===== config.mk =====
export PLATFORM = sky130hd
export DESIGN_NAME = keypad_scan_ctrl
export DESIGN_NICKNAME = d
export VERILOG_FILES = /design/src/rtl/keypad_scan_ctrl.sv
export SDC_FILE = /design/constraint.sdc
export NUM_CORES = 1
export LEC_CHECK = 0
export CAP_MARGIN = 20
export CORE_ASPECT_RATIO = 0.9
export CORE_MARGIN = 2
export CORE_UTILIZATION = 50
export CTS_CLUSTER_DIAMETER = 150
export CTS_CLUSTER_SIZE = 20
export DETAILED_ROUTE_END_ITERATION = 12
export PLACE_DENSITY = 0.73
export SLEW_MARGIN = 10
export SYNTH_ARGS = -nofsm -noshare
export SYNTH_HDL_FRONTEND = slang
export SYNTH_SLANG_ARGS = --single-unit

===== constraint.sdc =====
create_clock -name clk -period 2.5 [get_ports clk]
set_clock_uncertainty 0.2 [all_clocks]
set_input_delay 0.25 -clock clk [delete_from_list [all_inputs] [get_ports clk]]
set_output_delay 0.25 -clock clk [all_outputs]
set_load 0.005 [all_outputs]

===== src/rtl/keypad_scan_ctrl.sv =====
// keypad_scan_ctrl
//
// This block scans a 4x4 matrix keypad. It drives one column low at a time
// and samples the rows through a two-flop synchronizer. It also runs the
// settle handshake with the external debouncer. Each debounced press gives
// one key_valid pulse carrying the hex key_code. The block then waits for a
// debounced release before it starts scanning again.
//
// Ports:
//   clk                 - system clock, rising edge
//   reset               - synchronous, active-low reset
//   rows[3:0]           - raw keypad rows, asynchronous, active-low
//   debounce_done       - level from the debouncer: settle interval elapsed
//   cols[3:0]           - column drive, active-low one-cold
//   debounce_counter_en - asks the debouncer to count settling time
//   key_code[3:0]       - hex code of the last accepted key, held between accepts
//   key_valid           - one-cycle pulse when a key is accepted
//
// Parameter:
//   SCAN_DIV            - cycles each column is driven (minimum 4)
//
// Optional feature macro: KEYPAD_GHOST_REJECT_EN
//   When this macro is defined, the block rejects any sample that has more
//   than one row low. Such a sample cannot start a press. If it is present
//   when the press finishes settling, the press is swallowed with no pulse.

module keypad_scan_ctrl #(
  parameter int SCAN_DIV = 4
) (
  input  logic       clk,
  input  logic       reset,
  input  logic [3:0] rows,
  input  logic       debounce_done,
  output logic [3:0] cols,
  output logic       debounce_counter_en,
  output logic [3:0] key_code,
  output logic       key_valid
);

  localparam logic [1:0] ST_SCAN      = 2'd0;
  localparam logic [1:0] ST_DEB_PRESS = 2'd1;
  localparam logic [1:0] ST_HELD      = 2'd2;
  localparam logic [1:0] ST_DEB_REL   = 2'd3;

  localparam int            CW          = $clog2(SCAN_DIV);
  localparam logic [CW-1:0] SCNT_LAST   = CW'(SCAN_DIV - 1);
  localparam logic [CW-1:0] SCNT_SETTLE = CW'(2);

  logic [3:0]    rows_meta;
  logic [3:0]    rs;
  logic [1:0]    state, state_nxt;
  logic [1:0]    col, col_nxt;
  logic [1:0]    row, row_nxt;
  logic [CW-1:0] scnt, scnt_nxt;
  logic [3:0]    code_nxt;
  logic          valid_nxt;
  logic [1:0]    low_row;
  logic          key_seen;

  function automatic logic [3:0] key_map(input logic [1:0] r, input logic [1:0] c);
    logic [3:0] code;
    code = 4'h0;
    case ({r, c})
      4'h0: code = 4'h1;
      4'h1: code = 4'h2;
      4'h2: code = 4'h3;
      4'h3: code = 4'hA;
      4'h4: code = 4'h4;
      4'h5: code = 4'h5;
      4'h6: code = 4'h6;
      4'h7: code = 4'hB;
      4'h8: code = 4'h7;
      4'h9: code = 4'h8;
      4'hA: code = 4'h9;
      4'hB: code = 4'hC;
      4'hC: code = 4'hE;
      4'hD: code = 4'h0;
      4'hE: code = 4'hF;
      4'hF: code = 4'hD;
      default: code = 4'h0;
    endcase
    return code;
  endfunction

  // Find the lowest-numbered row that is low. The loop runs from the top
  // down, so the lowest index is the one that sticks.
  always_comb begin
    low_row = 2'd0;
    for (int i = 3; i >= 0; i--) begin
      if (!rs[i]) low_row = 2'(i);
    end
  end

`ifdef KEYPAD_GHOST_REJECT_EN
  logic multi_low;
  assign multi_low = ($countones(~rs) > 1);
  assign key_seen  = (rs != 4'hF) && !multi_low;
`else
  assign key_seen  = (rs != 4'hF);
`endif

  // Next-state logic. The column position and scan counter stay frozen while
  // a key is being handled, so a bounce can resume the same column directly.
  always_comb begin
    state_nxt = state;
    col_nxt   = col;
    row_nxt   = row;
    scnt_nxt  = scnt;
    code_nxt  = key_code;
    valid_nxt = 1'b0;
    case (state)
      ST_SCAN: begin
        // The first two cycles of each column are ignored. rs lags the
        // pads by two cycles, so those samples still belong to the previous column.
        if (scnt >= SCNT_SETTLE && key_seen) begin
          row_nxt   = low_row;
          state_nxt = ST_DEB_PRESS;
        end else if (scnt == SCNT_LAST) begin
          scnt_nxt = '0;
          col_nxt  = col + 2'd1;
        end else begin
          scnt_nxt = scnt + 1'b1;
        end
      end
      ST_DEB_PRESS: begin
        // If the row is released in the same cycle that done arrives, the
        // release wins and the press is treated as bounce.
        if (rs[row]) begin
          state_nxt = ST_SCAN;
          scnt_nxt  = '0;
        end else if (debounce_done) begin
          state_nxt = ST_HELD;
`ifdef KEYPAD_GHOST_REJECT_EN
          if (!multi_low) begin
            code_nxt  = key_map(row, col);
            valid_nxt = 1'b1;
          end
`else
          code_nxt  = key_map(row, col);
          valid_nxt = 1'b1;
`endif
        end
      end
      ST_HELD: begin
        if (rs[row]) state_nxt = ST_DEB_REL;
      end
      ST_DEB_REL: begin
        // If the row is pressed again in the same cycle that done arrives,
        // the re-press wins and the block goes back to HELD.
        if (!rs[row]) begin
          state_nxt = ST_HELD;
        end else if (debounce_done) begin
          state_nxt = ST_SCAN;
          col_nxt   = col + 2'd1;
          scnt_nxt  = '0;
        end
      end
      default: state_nxt = ST_SCAN;
    endcase
  end

  // All state and all outputs are registered. cols and the enable are
  // decoded from the next-state values, so they line up with the state
  // registers. Any exit from a settling state clears the enable for at
  // least one cycle, which restarts the debouncer from zero.
  always_ff @(posedge clk) begin
    if (!reset) begin
      rows_meta           <= 4'hF;
      rs                  <= 4'hF;
      state               <= ST_SCAN;
      col                 <= 2'd0;
      row                 <= 2'd0;
      scnt                <= '0;
      cols                <= 4'b1110;
      debounce_counter_en <= 1'b0;
      key_code            <= 4'h0;
      key_valid           <= 1'b0;
    end else begin
      rows_meta           <= rows;
      rs                  <= rows_meta;
      state               <= state_nxt;
      col                 <= col_nxt;
      row                 <= row_nxt;
      scnt                <= scnt_nxt;
      cols                <= ~(4'b0001 << col_nxt);
      debounce_counter_en <= (state_nxt == ST_DEB_PRESS) || (state_nxt == ST_DEB_REL);
      key_code            <= code_nxt;
      key_valid           <= valid_nxt;
    end
  end

endmodule


After elaboration in Yosys (flattened, before gate mapping). Memory sizes are Yosys's and may differ from the RTL's. A register that Yosys moved wholly into a read port is not among the register bits. Cells that the tools add are included.

Bits in latches: 0. Memories: 1. Bits in read-only memories: 64. Bits of input ports: 7. Memory bits (writable): 0. Flip-flop bits (word level): 22. Word-level logic and storage cells: 64.

Memory list: (no name shown) (depth 16, bits a word 4, read ports 1, clocked after Yosys merged registers in 1, write ports 0, line 63) `case ({r, c})`.

Bitwise operators: 4. Add/subtract/negate cells: 2. Reduce and logical (&&, ||, !) cells: 9. Multipliers: 0. Order comparisons: 2. Shift operators: 1. Equal/unequal tests: 11. Multiplexer cells: 25. Divide/modulo/power cells: 0.

Operators with widths (number): $mux 2 (19); $eq 2x2->1 const B (4); $ne 2x2->1 const B (4); $pmux 2 s4 (1); $pmux 2 s3 (1); $reduce_and 5->1 (1); $add 2x1->2 const B (2); $eq 2x1->1 const B (2); $ne 4x4->1 const B (1); $not 4->4 (1); $pmux 2 s2 (1); $shl 1x2->4 const A (1); $lt 2x3->1 const B (1); $not 1->1 (3); $reduce_and 3->1 (1); $reduce_bool 3->1 (1); $reduce_or 3->1 (1); $bmux 1 s2 (1); $ge 2x2->1 const B (1); $logic_not 2->1 (1); $mux 1 (2); $reduce_and 2->1 (1); $logic_and 1x1->1 (1); $logic_not 1->1 (1); $logic_or 1x1->1 (1).

Logic depth before layout (Yosys ltp). Gate-level depths: netlist of run 1.

Depth in word-level cells: 6. Gate-level depth with buffers: 8. Mapped depth without buffers: 7.

Least setup slack after synthesis of run 1. OpenSTA, ideal clock, no wires.

Path kind: reg-to-reg. From: register, netlist name debounce_counter_en. To: register cols[1]. Arrival time: 1.811 ns. Setup time: 0.120 ns. Slack: 0.370 ns. Data required time: 2.180 ns. Cell stages (with the launch flop): 8. Clock period less this slack: 2.130 ns. Path buffers: 0. Cell sequence: dfxtp_1 inv_1 ha_1 nor4bb_1 a221oi_1 o311a_2 and2_4 a211o_1.

RTL lines: end signal, assigned (line 185) `cols <= ~(4'b0001 << col_nxt);`; end, declared (line 34) `output logic [3:0] cols,`.

==> results of run 1 <==
## cell families after synthesis
group                      Yosys count
and+or+nand+nor                     54
adders and majority gates           11
AOI/OAI and AO/OA                   33
buffers and inverters               16
DFF                                 25
muxes                               12
## layout make-up
type	count	area (µm²)
clock buffers	3	22.52
inverters	9	33.78
fillers	247	1084
repair buffers	22	205.2
multi-input cells	110	788.3
flip-flops and latches	25	500.5
well taps	30	37.54
clock inverters	1	8.758
## cell usage in the layout (no fill, tap or decap), drive strengths merged
master	n
nand3	3
mux2	1
nor2	12
nand4	1
a31oi	3
nand4b	2
and2	3
or2b	1
mux2i	10
a21oi	4
dfxtp	25
o31ai	1
a221oi	2
a311o	2
and3	2
nor3	3
inv	9
nand2	11
clkdlybuf4s50	16
or3	1
nand2b	9
buf	6
nor4bb	1
a211o	2
ha	11
a211oi	3
nand3b	1
o311a	1
nor2b	1
mux4	1
clkinv	1
and4	1
nor3b	1
o211ai	1
clkbuf	3
and3b	1
o22a	1
o21ai	13
## registers in the layout, summed over array words and instances (netlist names)
name and cells:
debounce_counter_en 1, key_valid 1, cols 4, key_code 4, scnt 2, col 2
state 1, rs 4, rows_meta 4, row 2
## worst max-delay path, cell delays in order (launching register included)
cell      delay [ps]
dfxtp_1          430
inv_1            100
ha_1             400
nor4bb_1         380
a221oi_1         130
o311a_2          150
and2_4           160
a211o_1          280
## through the flow
| step | instances | setup WS [ps] | instance area (µm²) | hold slack (ps) |
|---|---|---|---|---|
| after detailed placement | 196 | 237.0 | 1565 | 191.7 |
| final | 200 | 172.8 | 1597 | 221.9 |
| after global placement | 196 | 284.4 | 1565 | 189.8 |
| after CTS | 200 | 215.3 | 1597 | 225.3 |
| after global routing | 200 | 60.37 | 1597 | 241.7 |
| after floorplan | 151 | 369.6 | 1379 | 123.0 |
## per-layer routing
layer / routed length, µm / GRT usage (%)
met5: 0 / 0
met4: 10 / 4.924
met3: 183 / 4.327
met2: 1363 / 33.15
met1: 1236 / 24.85
## worst min-delay path by stage
stage,startpoint,cells after the start,endpoint
5_1_grt,rows_meta[1]$_SDFF_PN1_,1,rs[1]$_SDFF_PN1_
4_1_cts,rows_meta[2]$_SDFF_PN1_,1,rs[2]$_SDFF_PN1_
3_3_place_gp,rows_meta[3]$_SDFF_PN1_,1,rs[3]$_SDFF_PN1_
3_5_place_dp,rows_meta[2]$_SDFF_PN1_,1,rs[2]$_SDFF_PN1_
6_report,rows_meta[2]$_SDFF_PN1_,1,rs[2]$_SDFF_PN1_
2_1_floorplan,reset,1,rows_meta[0]$_SDFF_PN1_
## power by group through the flow
stage / logic, W / clock network [W] / registers, W
after floorplan: 0.000451 / 0 / 0.000498
after global placement: 0.000573 / 0 / 0.000498
after detailed placement: 0.000597 / 0 / 0.000504
after CTS: 0.000599 / 0.000199 / 0.000496
after global routing: 0.000667 / 0.000215 / 0.000504
final: 0.000606 / 0.000190 / 0.000496
==> flow_summary.ini, run 1 <==
[run_status]
outcome = finished, final reports clean

[worst_setup_path]
r2r_cells = 7
r2r_slack_ps = 170
crit_path_end_kind = flip-flop
crit_path_start = debounce_counter_en$_SDFF_PN0_
cp-endpoint = cols[1]$_SDFF_PN1_
worstPathMaxFanout = 8
arrival_ps = 2350
cp_data_required_time_ps = 2520
cp-start-kind = flip-flop
timing.rr.start = debounce_counter_en$_SDFF_PN0_
crit_type = flip-flop to flip-flop
worstReg2RegEnd = cols[1]$_SDFF_PN1_

[yosys]
syn_inst = 151
ys_ff_latch = 25
syn_area_um2 = 1379
yosysWarnings = 0
muxShareOfSynthArea_pct = 9.710
yosys.area_share.simple_pct = 21.60
yosysMostFrequentCell = dfxtp_1
synth_top_area_share_pct = 36.30
synth_fa_ha_area_share_pct = 9.982
ys_top_cells_by_count = dfxtp_1, o21ai_0, ha_1, nand2_1, nor2_1
synthArstFlopShare_pct = 0
synth_top_cell_by_area = dfxtp_1
synthDistinctLibCells = 44
synth-compound-area-share_pct = 15.88
syn-num-nets = 169
synth_top_family_by_area = simple AND/OR/NAND/NOR gates
yosysSeqAreaShare_pct = 36.30
synthTopCellsByArea = dfxtp_1, ha_1, mux2i_1, o21ai_0, nand2b_1
synth-xor-area-share_pct = 0
synth_edf_count = 0
syn_avg_cell_area_um2 = 9.131
synth_top_flop_cell = dfxtp_1

[place]
gp_congestion = 0.8877
io_buffers = 16
hpwl_mm = 2.098

[global_route]
track_usage_pct = 19.41
grt_max_degree = 18
grt_pass1_vias = 1023
grt_pass1_wl_mm = 4.595
grt-ovfl-total = 0
antenna_found_initial = 0

[sta]
period_minus_slack_ps = 2327
slew_headroom_pct = 74.93
grt_setup_unrepaired = no
post-route-period-util_pct = 93.09
fin_tns_setup_ps = 0
slew_viol_final = 0
tightest_slew_ps = 372.1
max_freq_mhz = 429.7
setup_violations = 0
hold_viol = 0

[final_layout]
areaGrowthSynthToFinish_pct = 15.79
post-route-util_pct = 59.57
nNetsFinal = 189
antenna_cells = 0
drive_gt1_share_pct = 11.18

[drt]
dr.pass1.iters = 4
route.detailed.drc = 0
drt_iter0_drc = 55
vias = 1160
ant_nets = 0
post_drt_wl_per_cell_um = 13.97
via_per_inst = 5.800
drt-total-wl_mm = 2.794

[clocking]
clk_pin_slew_ps = 140
cts_resized = 0
clockBufferDepth = 2
clk_latency_ps = 320
postCtsSetupBuffers = 0
tritoncts = built
holdBufCountCts = 0
root_buffer = clkbuf_4
clock-sinks = 25
cts_max_level = 1
cts_buffers = 3

[die]
die_width_um = 59.36
die_y_um = 53.82
core_area_um2 = 2680
dieArea_um2 = 3194
num_io_pins = 17
initial_core_util_pct = 51.45
num_rows = 18

[power]
p_total_w = 0.001292
netSwitchingPower_w = 0.0004925
power.share.combinational_pct = 46.9
swShare_pct = 38.12
p_leak_nw = 0.6262
p_int_w = 0.0007996
ir_worst_vdd_mv = 0.6270
pwr-share-seq_pct = 38.4
pwr-share-clk_pct = 14.7
pwr_density_cell_nw_per_um2 = 809.3

[hold_path]
min_path_type = flip-flop to flip-flop

[job]
drv_cap = 0
Power figures use the tool's default switching activity.
==> run 2: changes to the inputs <==
--- a/config.mk
+++ b/config.mk
@@ -7,7 +7,6 @@
 export LEC_CHECK = 0
 export CAP_MARGIN = 20
 export CORE_ASPECT_RATIO = 0.9
-export CORE_MARGIN = 2
 export CORE_UTILIZATION = 50
 export CTS_CLUSTER_DIAMETER = 150
 export CTS_CLUSTER_SIZE = 20
==> run 2 against run 1 <==
The flow now finishes with violations (DRC). Power fell by 0.45%. Register-to-register slack barely moved. Largest power group unchanged. Final cell count fell by 1.0%. Count of clock-buffer cells in the layout did not move. Utilization rose by 3.4 points. Combinational power fell by 1%. Routed wire length fell by 3.0%. Sequential cell count did not move. Clock power barely moved. Sequential share of layout area barely moved. Worst hold slack improved by 2.4 ps. Critical path type unchanged.
==> flow_summary.ini, run 2 (synthesized netlist as in run 1, its figures left out) <==
[drt]
drt-total-wl_mm = 2.710
vias = 1135
ant_nets = 0
via_per_inst = 5.732
post_drt_wl_per_cell_um = 13.69
drt_iter0_drc = 59
route.detailed.drc = 4
dr.pass1.iters = 8

[worst_setup_path]
r2r_cells = 7
cp_data_required_time_ps = 2530
crit_type = flip-flop to flip-flop
worstPathMaxFanout = 8
crit_path_end_kind = flip-flop
cp-start-kind = flip-flop
arrival_ps = 2370

[final_layout]
nFillCells = 226
areaGrowthSynthToFinish_pct = 15.61
final_common_cell = dfxtp_1
final_cells = 198
nNetsFinal = 189
mostFrequentLayoutCells = dfxtp_1, clkdlybuf4s50_1, o21ai_0
drive_gt1_share_pct = 11.18
antenna_cells = 0

[power]
pwr-share-seq_pct = 38.4
power.share.combinational_pct = 46.7
netSwitchingPower_w = 0.0004876
pwr_density_cell_nw_per_um2 = 806.9
ir_worst_vdd_mv = 0.5640
swShare_pct = 37.91
p_leak_nw = 0.6262
p_int_w = 0.0007986
pwr-share-clk_pct = 15.0

[global_route]
grt_max_degree = 18
grt_pass1_vias = 1005
track_usage_pct = 20.48
grt-ovfl-total = 0
antenna_found_initial = 0
grt_pass1_wl_mm = 4.698

[job]
drv_cap = 0

[sta]
fin_tns_setup_ps = 0
grt_setup_unrepaired = no
slew_viol_final = 0
slew_headroom_pct = 73.52
hold_viol = 0
post-route-period-util_pct = 93.68
max_freq_mhz = 427.0
tightest_slew_ps = 394.1
setup_violations = 0
period_minus_slack_ps = 2342
finalWorstSetupSlack_ps = 157.9
hold_slack_ps = 224.2

[place]
placed_cells = 194
gp_congestion = 0.8285
hpwl_mm = 2.012
io_buffers = 16
dp_slack_ps = 236.8

[clocking]
cts_resized = 0
tritoncts = built
root_buffer = clkbuf_4
clockBufferDepth = 2
clk_latency_ps = 320
holdBufCountCts = 0
cts_max_level = 1
clock-sinks = 25
cts_buffers = 3
clk_pin_slew_ps = 140
postCtsSetupBuffers = 0

[die]
core_area_um2 = 2531
die_width_um = 57.36
num_io_pins = 17
num_rows = 17
die_y_um = 51.82
initial_core_util_pct = 54.47
dieArea_um2 = 2972

[hold_path]
whs_path_depth = 1
min_path_type = flip-flop to flip-flop

[run_status]
outcome = finished, violations left
violations = DRC
## run 2: power groups by stage
| stage | combinational, W | sequential, W | clock, W |
|---|---|---|---|
| CTS | 0.000595 | 0.000494 | 0.000203 |
| finish | 0.000600 | 0.000493 | 0.000193 |
| global placement | 0.000573 | 0.000498 | 0 |
| detailed placement | 0.000593 | 0.000503 | 0 |
| global route | 0.000665 | 0.000502 | 0.000220 |
| floorplan | 0.000451 | 0.000498 | 0 |
## run 2: critical path, stage by stage (launching register included)
cell and delay [ps]:
dfxtp_1 420, inv_1 90, ha_1 390, nor4bb_1 410
a221oi_1 150, o311a_2 150, and2_4 160, a211o_1 270
## run 2: final timing paths
check,startpoint,end,slack [ps]
worst max-delay path,debounce_counter_en$_SDFF_PN0_,cols[1]$_SDFF_PN1_,160
worst min-delay path,rows_meta[3]$_SDFF_PN1_,rs[3]$_SDFF_PN1_,220
worst max register to register,debounce_counter_en$_SDFF_PN0_,cols[1]$_SDFF_PN1_,160
worst min register to register,rows_meta[3]$_SDFF_PN1_,rs[3]$_SDFF_PN1_,220
## run 2: metal layers
metal  global-route usage, %  wire (µm)  vias up
li1                        -          -      574
met1                   26.58       1308      535
met2                   35.66       1299       26
met3                   4.726        102        0
met4                   2.439          0        0
met5                       0          0        -
## run 2: stage by stage
| step | utilization [%] | power [W] | instance area (µm²) |
|---|---|---|---|
| 4_1_cts | 62.98 | 0.001292 | 1594 |
| 6_report | 62.98 | 0.001286 | 1594 |
| 3_3_place_gp | 61.74 | 0.001071 | 1563 |
| 5_1_grt | 62.98 | 0.001386 | 1594 |
| 2_1_floorplan | - | 0.0009490 | 1379 |
| 3_5_place_dp | 61.74 | 0.001095 | 1563 |
## run 2: final cells by class
| cell class | instances | area, µm² | area share [%] |
|---|---|---|---|
| Clock inverter | 1 | 8.758 | 0.5495 |
| Clock buffer | 3 | 22.52 | 1.413 |
| Timing Repair Buffer | 22 | 205.2 | 12.87 |
| Multi-Input combinational cell | 110 | 788.3 | 49.45 |
| Sequential cell | 25 | 500.5 | 31.40 |
| Tap cell | 28 | 35.03 | 2.198 |
| Inverter | 9 | 33.78 | 2.119 |
